===== config.mk =====
export PLATFORM = sky130hd
export DESIGN_NAME = vending_seq_ctrl
export DESIGN_NICKNAME = d
export VERILOG_FILES = /design/src/rtl/vending_pkg.sv /design/src/rtl/change_dispenser.sv /design/src/rtl/vending_seq_ctrl.sv
export SDC_FILE = /design/constraint.sdc
export NUM_CORES = 1
export LEC_CHECK = 0
export ABC_AREA = 1
export BUFFER_PORTS_ARGS = -buffer_cell sky130_fd_sc_hd__buf_2
export CAP_MARGIN = 40
export CORE_MARGIN = 2
export CORE_UTILIZATION = 59
export DETAILED_ROUTE_END_ITERATION = 10
export GPL_TIMING_DRIVEN = 0
export PLACE_DENSITY = 0.85
export SETUP_SLACK_MARGIN = 0.2
export SYNTH_ARGS = -nofsm -noshare
export SYNTH_HDL_FRONTEND = slang
export SYNTH_HIERARCHICAL = 1
export SYNTH_SLANG_ARGS = --single-unit

===== constraint.sdc =====
create_clock -name clk -period 2.89 [get_ports clk]
set_clock_uncertainty 0.15 [all_clocks]
set_input_delay 0.578 -clock clk [delete_from_list [all_inputs] [get_ports clk]]
set_output_delay 0.578 -clock clk [all_outputs]
set_load 0.01 [all_outputs]

===== src/rtl/vending_pkg.sv =====
// Shared constants for the vending machine sequencer: state codes,
// coin denominations and default product prices.
package vending_pkg;

  // State encodings kept as plain 3-bit constants so the debug port maps
  // directly onto existing logic-analyser decodes.
  localparam logic [2:0] S_IDLE    = 3'd0;
  localparam logic [2:0] S_COLLECT = 3'd1;
  localparam logic [2:0] S_SETTLE  = 3'd2;
  localparam logic [2:0] S_VEND    = 3'd3;
  localparam logic [2:0] S_CHANGE  = 3'd4;
  localparam logic [2:0] S_CLEAR   = 3'd5;

  // Coin denominations available in the hopper, largest first.
  localparam logic [3:0] COIN_10 = 4'd10;
  localparam logic [3:0] COIN_5  = 4'd5;
  localparam logic [3:0] COIN_2  = 4'd2;
  localparam logic [3:0] COIN_1  = 4'd1;

  // Default product prices in currency units.
  localparam int PRICE_0_DEF = 7;
  localparam int PRICE_1_DEF = 12;
  localparam int PRICE_2_DEF = 15;
  localparam int PRICE_3_DEF = 20;

endpackage


===== src/rtl/change_dispenser.sv =====
// Pays out an amount one coin at a time, always choosing the largest coin
// that still fits, over a valid/ack handshake with the coin hopper.
module change_dispenser
  import vending_pkg::*;
#(
  parameter int CASH_W = 7
) (
  input  logic              clk,
  input  logic              rst,
  input  logic              start,
  input  logic [CASH_W-1:0] amount_in,
  input  logic              coin_ack,
  output logic              coin_valid,
  output logic [3:0]        coin_val,
  output logic              done
);

  logic [CASH_W-1:0] amount;
  logic              active;
  logic [3:0]        coin_sel;

  // Greedy selection: largest denomination not exceeding what is still owed.
  // NOTE: every signal assigned in a combinational block gets a default
  // first, so no path leaves it holding a value and no latch is inferred.
  always_comb begin
    coin_sel = COIN_1;
    if (amount >= CASH_W'(COIN_10))     coin_sel = COIN_10;
    else if (amount >= CASH_W'(COIN_5)) coin_sel = COIN_5;
    else if (amount >= CASH_W'(COIN_2)) coin_sel = COIN_2;
  end

  // The coin offered is derived from the held amount, so it cannot move
  // until the hopper acknowledges it.
  assign coin_valid = active && (amount != '0);
  assign coin_val   = coin_valid ? coin_sel : 4'd0;
  assign done       = active && (amount == '0);

  // Amount register: load on start, deduct one coin per acknowledged transfer.
  // NOTE: state registers use non-blocking assignments so every flop samples
  // the pre-edge values, independent of statement order.
  always_ff @(posedge clk or posedge rst) begin
    if (rst) begin
      amount <= '0;
      active <= 1'b0;
    end else if (start) begin
      amount <= amount_in;
      active <= 1'b1;
    end else if (done) begin
      active <= 1'b0;
    end else if (coin_valid && coin_ack) begin
      amount <= amount - CASH_W'(coin_sel);
    end
  end

endmodule


===== src/rtl/vending_seq_ctrl.sv =====
// Top-level vending sequencer: product selection, cash collection with
// cancel/timeout/wrap refund, settle window for late notes, dispense
// handshake and change payout through change_dispenser.
module vending_seq_ctrl
  import vending_pkg::*;
#(
  parameter int CASH_W  = 7,
  parameter int PRICE_0 = PRICE_0_DEF,
  parameter int PRICE_1 = PRICE_1_DEF,
  parameter int PRICE_2 = PRICE_2_DEF,
  parameter int PRICE_3 = PRICE_3_DEF,
  parameter int TIMEOUT = 1000
) (
  input  logic              clk,
  input  logic              rst,
  input  logic              sel_valid,
  input  logic [1:0]        sel_id,
  input  logic              cancel,
  input  logic [CASH_W-1:0] cash,
  output logic              acc_en,
  output logic              acc_clr,
  output logic              disp_valid,
  input  logic              disp_ack,
  output logic [1:0]        disp_id,
  output logic              coin_valid,
  input  logic              coin_ack,
  output logic [3:0]        coin_val,
  output logic              busy,
  output logic [2:0]        state
);

  // Idle counter only needs to reach TIMEOUT-1.
  localparam int TO_W = (TIMEOUT > 1) ? $clog2(TIMEOUT) : 1;

  logic [2:0]        state_next;
  logic [1:0]        prod;
  logic [CASH_W-1:0] price;
  logic [CASH_W-1:0] sel_price;
  logic [CASH_W-1:0] pay_amt;
  logic [CASH_W-1:0] cash_prev;
  logic [TO_W-1:0]   idle_cnt;
  logic              settle_cnt;
  logic              cash_changed;
  logic              cash_wrapped;
  logic              timeout;
  logic              chg_start;
  logic [CASH_W-1:0] chg_amount;
  logic              chg_done;

  assign cash_changed = (cash != cash_prev);
  assign cash_wrapped = (cash < cash_prev);
  assign timeout      = (TIMEOUT != 0) && !cash_changed &&
                        (idle_cnt == TO_W'(TIMEOUT - 1));

  // Price lookup for the product being selected.
  always_comb begin
    case (sel_id)
      2'd0:    sel_price = CASH_W'(PRICE_0);
      2'd1:    sel_price = CASH_W'(PRICE_1);
      2'd2:    sel_price = CASH_W'(PRICE_2);
      default: sel_price = CASH_W'(PRICE_3);
    endcase
  end

  // Next-state logic; also launches the payout with the amount owed.
  always_comb begin
    state_next = state;
    chg_start  = 1'b0;
    chg_amount = pay_amt;
    case (state)
      S_IDLE:
        if (sel_valid) state_next = S_COLLECT;
      S_COLLECT:
        // Cancel, timeout and accumulator wrap all refund and beat a met price.
        if (cancel || timeout || cash_wrapped) begin
          if (cash == '0) begin
            state_next = S_CLEAR;
          end else begin
            state_next = S_CHANGE;
            chg_start  = 1'b1;
            chg_amount = cash;
          end
        end else if (cash >= price) begin
          state_next = S_SETTLE;
        end
      S_SETTLE:
        if (settle_cnt) state_next = S_VEND;
      S_VEND:
        if (disp_ack) begin
          if (pay_amt == '0) begin
            state_next = S_CLEAR;
          end else begin
            state_next = S_CHANGE;
            chg_start  = 1'b1;
          end
        end
      S_CHANGE:
        if (chg_done) state_next = S_CLEAR;
      S_CLEAR:
        state_next = S_IDLE;
      default:
        state_next = S_IDLE;
    endcase
  end

  // State, latched transaction data, settle and timeout counters.
  // NOTE: every register, including the latched transaction data, is cleared
  // by reset so no stale product or amount survives into the next sale.
  always_ff @(posedge clk or posedge rst) begin
    if (rst) begin
      state      <= S_IDLE;
      acc_clr    <= 1'b0;
      prod       <= 2'd0;
      price      <= '0;
      pay_amt    <= '0;
      cash_prev  <= '0;
      idle_cnt   <= '0;
      settle_cnt <= 1'b0;
    end else begin
      state      <= state_next;
      acc_clr    <= (state_next == S_CLEAR);
      cash_prev  <= cash;
      settle_cnt <= (state == S_SETTLE) && !settle_cnt;
      if (state == S_IDLE && sel_valid) begin
        prod  <= sel_id;
        price <= sel_price;
      end
      // Second settle cycle: late notes have landed, take the excess.
      if (state == S_SETTLE && settle_cnt)
        pay_amt <= (cash >= price) ? (cash - price) : '0;
      if (state == S_COLLECT && !cash_changed && TIMEOUT != 0)
        idle_cnt <= idle_cnt + TO_W'(1);
      else
        idle_cnt <= '0;
    end
  end

  assign acc_en     = (state == S_COLLECT);
  assign disp_valid = (state == S_VEND);
  assign disp_id    = disp_valid ? prod : 2'd0;
  assign busy       = (state != S_IDLE);

  change_dispenser #(
    .CASH_W (CASH_W)
  ) u_change (
    .clk        (clk),
    .rst        (rst),
    .start      (chg_start),
    .amount_in  (chg_amount),
    .coin_ack   (coin_ack),
    .coin_valid (coin_valid),
    .coin_val   (coin_val),
    .done       (chg_done)
  );

endmodule

==> results of run 1 <==
## logic make-up after synthesis
kind of cell               share of synthesized area [%]
buffers and inverters                               10.5
xor gates and xnor gates                            2.14
and+or+nand+nor                                     29.4
adders and majority gates                           10.1
DFF                                                 37.6
AOI/OAI and AO/OA                                   10.3
## state kept, by name, summed over array words and instances, names as in the netlist
signal	count
acc_clr	1
cash_prev	7
idle_cnt	10
pay_amt	7
price	4
prod	2
settle_cnt	1
state	3
u_change/active	1
u_change/amount	7
## power breakdown
group | switching [W] | leakage [nW] | internal, W
logic | 0.00103 | 1.16 | 0.000631
registers | 0.000120 | 0.517 | 0.000766
clock network | 0.000216 | 0.0581 | 0.000257
## what timing repair did
| action | CTS | global route |
|---|---|---|
| resized for setup | 1 | 3 |
| setup buffers | 0 | 1 |
| setup endpoints to repair | 5 | 5 |
| hold endpoints to repair | 0 | 0 |
| pin swaps | 0 | 2 |
| gates cloned | 0 | 0 |
## metrics by stage
| step | setup TNS (ps) | hold WS [ps] | setup WS, ps | power, W | std cells |
|---|---|---|---|---|---|
| after detailed placement | -1050 | 292 | -223 | 0.00248 | 458 |
| after CTS | 0 | 82.7 | 282 | 0.00297 | 466 |
| after global routing | 0 | 107 | 193 | 0.00328 | 467 |
| final | 0 | 76.8 | 366 | 0.00302 | 467 |
| after global placement | -754 | 272 | -161 | 0.00243 | 457 |
| after floorplan | 0 | 244 | 266 | 0.00212 | 375 |
## cells in the mapped netlist, drive strengths merged
master	n	share of area [%]
nor2	43	7.0
o22ai	13	2.8
nand3	26	5.3
or2	1	0.22
buf	2	0.57
a211oi	1	0.26
xor2	2	0.61
ha	20	8.7
inv	74	9.7
a2111oi	1	0.52
nand4	7	1.5
clkinv	1	0.17
a21oi	14	2.4
a31oi	2	0.44
fa	2	1.4
o21ai	20	3.8
dfrtp	43	38
nor3	8	2.0
nand2	90	13
xnor2	5	1.5
## cell usage in the layout, fill, tap and decap left out, types with 2 or more instances in the layout
cell,n
nor2_4,4
nand2_1,80
ha_1,20
nand3_1,22
xor2_1,2
inv_1,66
fa_1,2
clkbuf_8,5
buf_2,29
nor2_1,36
nand4_1,7
o21ai_2,2
clkinv_2,2
dfrtp_1,43
a21oi_1,14
o21ai_0,13
nor2_2,3
o21ai_1,5
nand3_2,3
a31oi_1,2
o22ai_1,12
nand2_2,6
inv_2,8
nand2_4,4
nor3_2,2
nor3_1,5
xnor2_1,5
## metal layers
layer	vias up	GRT usage [%]
met4	0	6.67
met5	-	0
met1	1187	33.9
li1	1276	-
met3	9	6.45
met2	77	35.8
## cell type report
type	count	area, um2
multi-input combinational	255	1510
fill	374	1450
sequential	43	1080
inverter	75	283
timing repair buffer	30	175
clock buffer	5	68.8
tap	54	67.6
clock inverter	3	43.8
buffer	2	16.3
## how the worst min path moves through the flow
stage / start / to / slack, ps / cells past startpoint
after global routing: rst / u_change/amount[6] / 110 / 2
after floorplan: rst / u_change/active / 240 / 1
after detailed placement: settle_cnt / settle_cnt / 290 / 1
after global placement: settle_cnt / settle_cnt / 270 / 1
final: rst / u_change/amount[5] / 80 / 2
after CTS: rst / u_change/amount[0] / 80 / 2
==> flow_summary.toml, run 1 <==
[timing]
rsz0062_at_grt = "no"
hold_violations = 0
max_clock_freq_ghz = 0.396
setup_viol = 0
post-route-period-util_pct = 87.3
slew_violations = 0
slew_headroom_pct = 51.0
tightest_slew_ps = 734
finalCriticalPeriod_ps = 2520

[synth]
seq_area_frac_synth_pct = 37.6
syn_inst = 375
synthesis.area_um2 = 2860
yosysWarnings = 6
synth.net_count = 412
synth_cell_types = 32
avgSynthCellArea_um2 = 7.63
synth_seq_cells = 43

[cells_and_area]
post-route-util_pct = 69.1
layout-drive-gt1-share_pct = 18.9
synthToLayoutAreaGrowth_pct = 13.2
num-nets-final = 449
final_cell_area_um2 = 3240
diodes = 0

[global_route]
grtUsageTotal_pct = 23.8
grt_pass1_wl_um = 9980
grt_max_degree = 21
grt_pass1_vias = 2227
antenna_found_initial = 0
overflow = 0

[placed_design]
gp_congestion = 0.919
placed_cell_area_um2 = 3100
post-dp-hpwl_um = 4650
io_buffers = 28

[drt]
met3_length_um = 360
totalWireLength_um = 6080
ant_nets = 0
vias = 2549
wl_met1_um = 2910
routed.top_layer = "met4"
wl_met2_um = 2710
drt_iter0_drc = 151
drc_errors = 0
dr.pass1.iters = 4
vias_per_cell = 5.46
wl_per_cell_um = 13.0

[clock_tree]
htree_levels = 2
clock_sinks = 43
cts_tree = "built"
clock_latency_ps = 300
cts_buffers = 5
cts_buffer_depth = 2
path_clk_slew_ps = 80
hold_buffers = 0
cts_root_buffer = "clkbuf_8"

[setup_path]
r2r-end = "u_change/amount[6]"
critPathRequiredTime_ps = 2940
cp-endpoint = "u_change/amount[6]"
end_kind = "register"
crit_start = "u_change/amount[4]"
r2r_start = "u_change/amount[4]"
critPathMaxStageDelay_ps = 450
cp_num_buf_inv = 3
cp.depth = 16
crit_path_start_kind = "register"
crit_fanout = 6
reg2reg_slack_ps = 370
arrival_ps = 2570
critPathTopFamily = "simple AND/OR/NAND/NOR gates"
critPathSlowestCell = "dfrtp_1"
path_cells = "nor2_2 -> nand2_2 -> nor2_4 -> nand2_2 -> inv_2 -> nor2_4 -> inv_1 -> ha_1 -> inv_1 -> fa_1 -> nand3_2 -> nand3_1 -> nand2_1 -> nand3_1 -> nand3_2 -> nand2_1"
worstSetupPathType = "reg2reg"
r2r_cells = 16

[die]
io_pins = 29
start_util_pct = 61.0
dieArea_um2 = 5420
row_count = 25
dieWidth_um = 73.6
core_um2 = 4690
dieHeight_um = 73.6

[power]
power_density_nw_per_um2 = 931
p_leak_nw = 1.74
ir_drop_v = 0.000525

[run]
cap_violations = 0

[min_path]
hold_class = "in2async"

[outcome]
status = "finished clean"
(Power assumes the default switching activity.)
==> inputs of run 2 (changes only) <==
==> constraint.sdc (replaced) <==
create_clock -name clk -period 2.89 [get_ports clk]
set_clock_uncertainty 0.15 [all_clocks]
set_input_delay 0.289 -clock clk [delete_from_list [all_inputs] [get_ports clk]]
set_output_delay 0.289 -clock clk [all_outputs]
set_load 0.01 [all_outputs]
==> flow_summary.toml, run 2 (synthesized netlist as in run 1, its figures left out) <==
[cells_and_area]
diodes = 0
final_common_cell = "nand2_1"
final_cell_count_no_fill = 473
layout_common_cells = "80 x nand2_1, 66 x inv_1, 43 x dfrtp_1"
num-nets-final = 455
layout-drive-gt1-share_pct = 18.6
max_flop_register = "idle_cnt"
synthToLayoutAreaGrowth_pct = 15.3
fillers = 367
largest_reg_flops = 10

[run]
cap_violations = 0

[global_route]
grt_max_degree = 21
grt_pass1_wl_um = 10200
grtUsageTotal_pct = 24.4
overflow = 0
grt_pass1_vias = 2255
antenna_found_initial = 0

[clock_tree]
cts_buffer_depth = 2
cts_root_buffer = "clkbuf_8"
clock_latency_ps = 300
cts_buffers = 5
cts_tree = "built"
clock_sinks = 43
path_clk_slew_ps = 90
htree_levels = 2

[timing]
whs_ps = 18.0
max_clock_freq_ghz = 0.394
setup_tns_ps = 0
hold_violations = 0
post-route-period-util_pct = 87.8
rsz0062_at_grt = "no"
setup_viol = 0
tightest_slew_ps = 713
slew_violations = 0
finalCriticalPeriod_ps = 2540
slew_headroom_pct = 52.4

[drt]
totalWireLength_um = 6180
ant_nets = 0
drc_errors = 0
drt_iter0_drc = 159
vias_per_cell = 5.45
dr.pass1.iters = 4
wl_per_cell_um = 13.1
vias = 2579

[placed_design]
post-dp-hpwl_um = 4650
dp_cells = 458
gp_congestion = 0.919
io_buffers = 28

[setup_path]
reg2reg_slack_ps = 350
crit_path_start_kind = "register"
crit_fanout = 6
critPathRequiredTime_ps = 2940
r2r-end = "u_change/amount[6]"
r2r_cells = 16
end_kind = "register"
arrival_ps = 2580
r2r_start = "u_change/amount[4]"
worstSetupPathType = "reg2reg"

[power]
p_switching_w = 0.00136
internal-power_w = 0.00166
clockPowerShare_pct = 15.6
power_density_nw_per_um2 = 916
p_leak_nw = 1.76
sw_frac_of_total_pct = 45.1
seq_power_share_pct = 29.3
combPwrFrac_pct = 55.1
ir_drop_v = 0.000525

[min_path]
holdPathStages = 1
min_from = "cash[5]"
min_delay_worst_endpoint = "cash_prev[5]"
hold_class = "in2reg"

[die]
row_count = 25
io_pins = 29
core_um2 = 4690
start_util_pct = 61.0
dieArea_um2 = 5420
dieHeight_um = 73.6
dieWidth_um = 73.6

[outcome]
status = "finished clean"
==> run 2: changes by cell type in the layout (fill, tap and decap cells not counted), sizes merged <==
cell | before | now
dlygate4sd3 | 0 | 6
==> run 2: metrics by stage <==
stage               utilization, %  total power [W]  area (um2)  setup slack (ps)
floorplan                        -          0.00212        2860               511
detailed placement            66.0          0.00248        3100              65.9
CTS                           69.8          0.00298        3280               282
global placement              65.4          0.00243        3070               128
finish                        70.3          0.00302        3300               353
global route                  70.3          0.00329        3300               193
==> run 2: layout make-up <==
| type | count | area (um2) | area share [%] |
|---|---|---|---|
| clock buffers | 5 | 68.8 | 2.08 |
| flip-flops and latches | 43 | 1080 | 32.6 |
| inverters | 75 | 283 | 8.57 |
| repair buffers | 36 | 235 | 7.13 |
| multi-input cells | 255 | 1510 | 45.8 |
| clock inverters | 3 | 43.8 | 1.33 |
| plain buffers | 2 | 16.3 | 0.493 |
| well taps | 54 | 67.6 | 2.05 |
==> run 2: worst max path at each step <==
| stage | startpoint | to | slack (ps) | depth (start not counted) |
|---|---|---|---|---|
| 2_1_floorplan | cash_prev[2] | u_change/amount[4] | 510 | 16 |
| 3_3_place_gp | cash[1] | u_change/amount[3] | 130 | 16 |
| 3_5_place_dp | cash[1] | u_change/amount[3] | 70 | 16 |
| 4_1_cts | u_change/amount[4] | u_change/amount[6] | 280 | 14 |
| 5_1_grt | u_change/amount[1] | u_change/amount[4] | 190 | 17 |
| 6_report | u_change/amount[4] | u_change/amount[6] | 350 | 16 |
==> run 2: critical path, cell delays in order (launching register included) <==
cell	delay (ps)
dfrtp_1	450
nor2_2	170
nand2_2	120
nor2_4	150
nand2_2	90
inv_2	70
nor2_4	40
inv_1	60
ha_1	130
inv_1	80
fa_1	430
nand3_2	130
nand3_1	80
nand2_1	80
nand3_1	80
nand3_2	70
nand2_1	50
==> run 2: repair_timing <==
item / in CTS / in global routing
gates resized for setup: 1 / 3
hold endpoints to repair: 28 / 0
pin swaps: 0 / 2
hold buffers: 6 / 0
buffers inserted: 0 / 1
setup endpoints to repair: 5 / 5
==> run 2: power groups by stage <==
stage / registers (W) / clock network [W] / logic (W)
detailed placement: 0.000893 / 0 / 0.00159
floorplan: 0.000878 / 0 / 0.00124
global placement: 0.000889 / 0 / 0.00154
finish: 0.000887 / 0.000472 / 0.00166
CTS: 0.000883 / 0.000481 / 0.00161
global route: 0.000906 / 0.000501 / 0.00188
==> run 2: layer usage <==
metal	global-route usage [%]	wire length (um)
met1	34.4	2930
met2	37.2	2780
met3	6.45	347
met4	6.67	125
met5	0	0
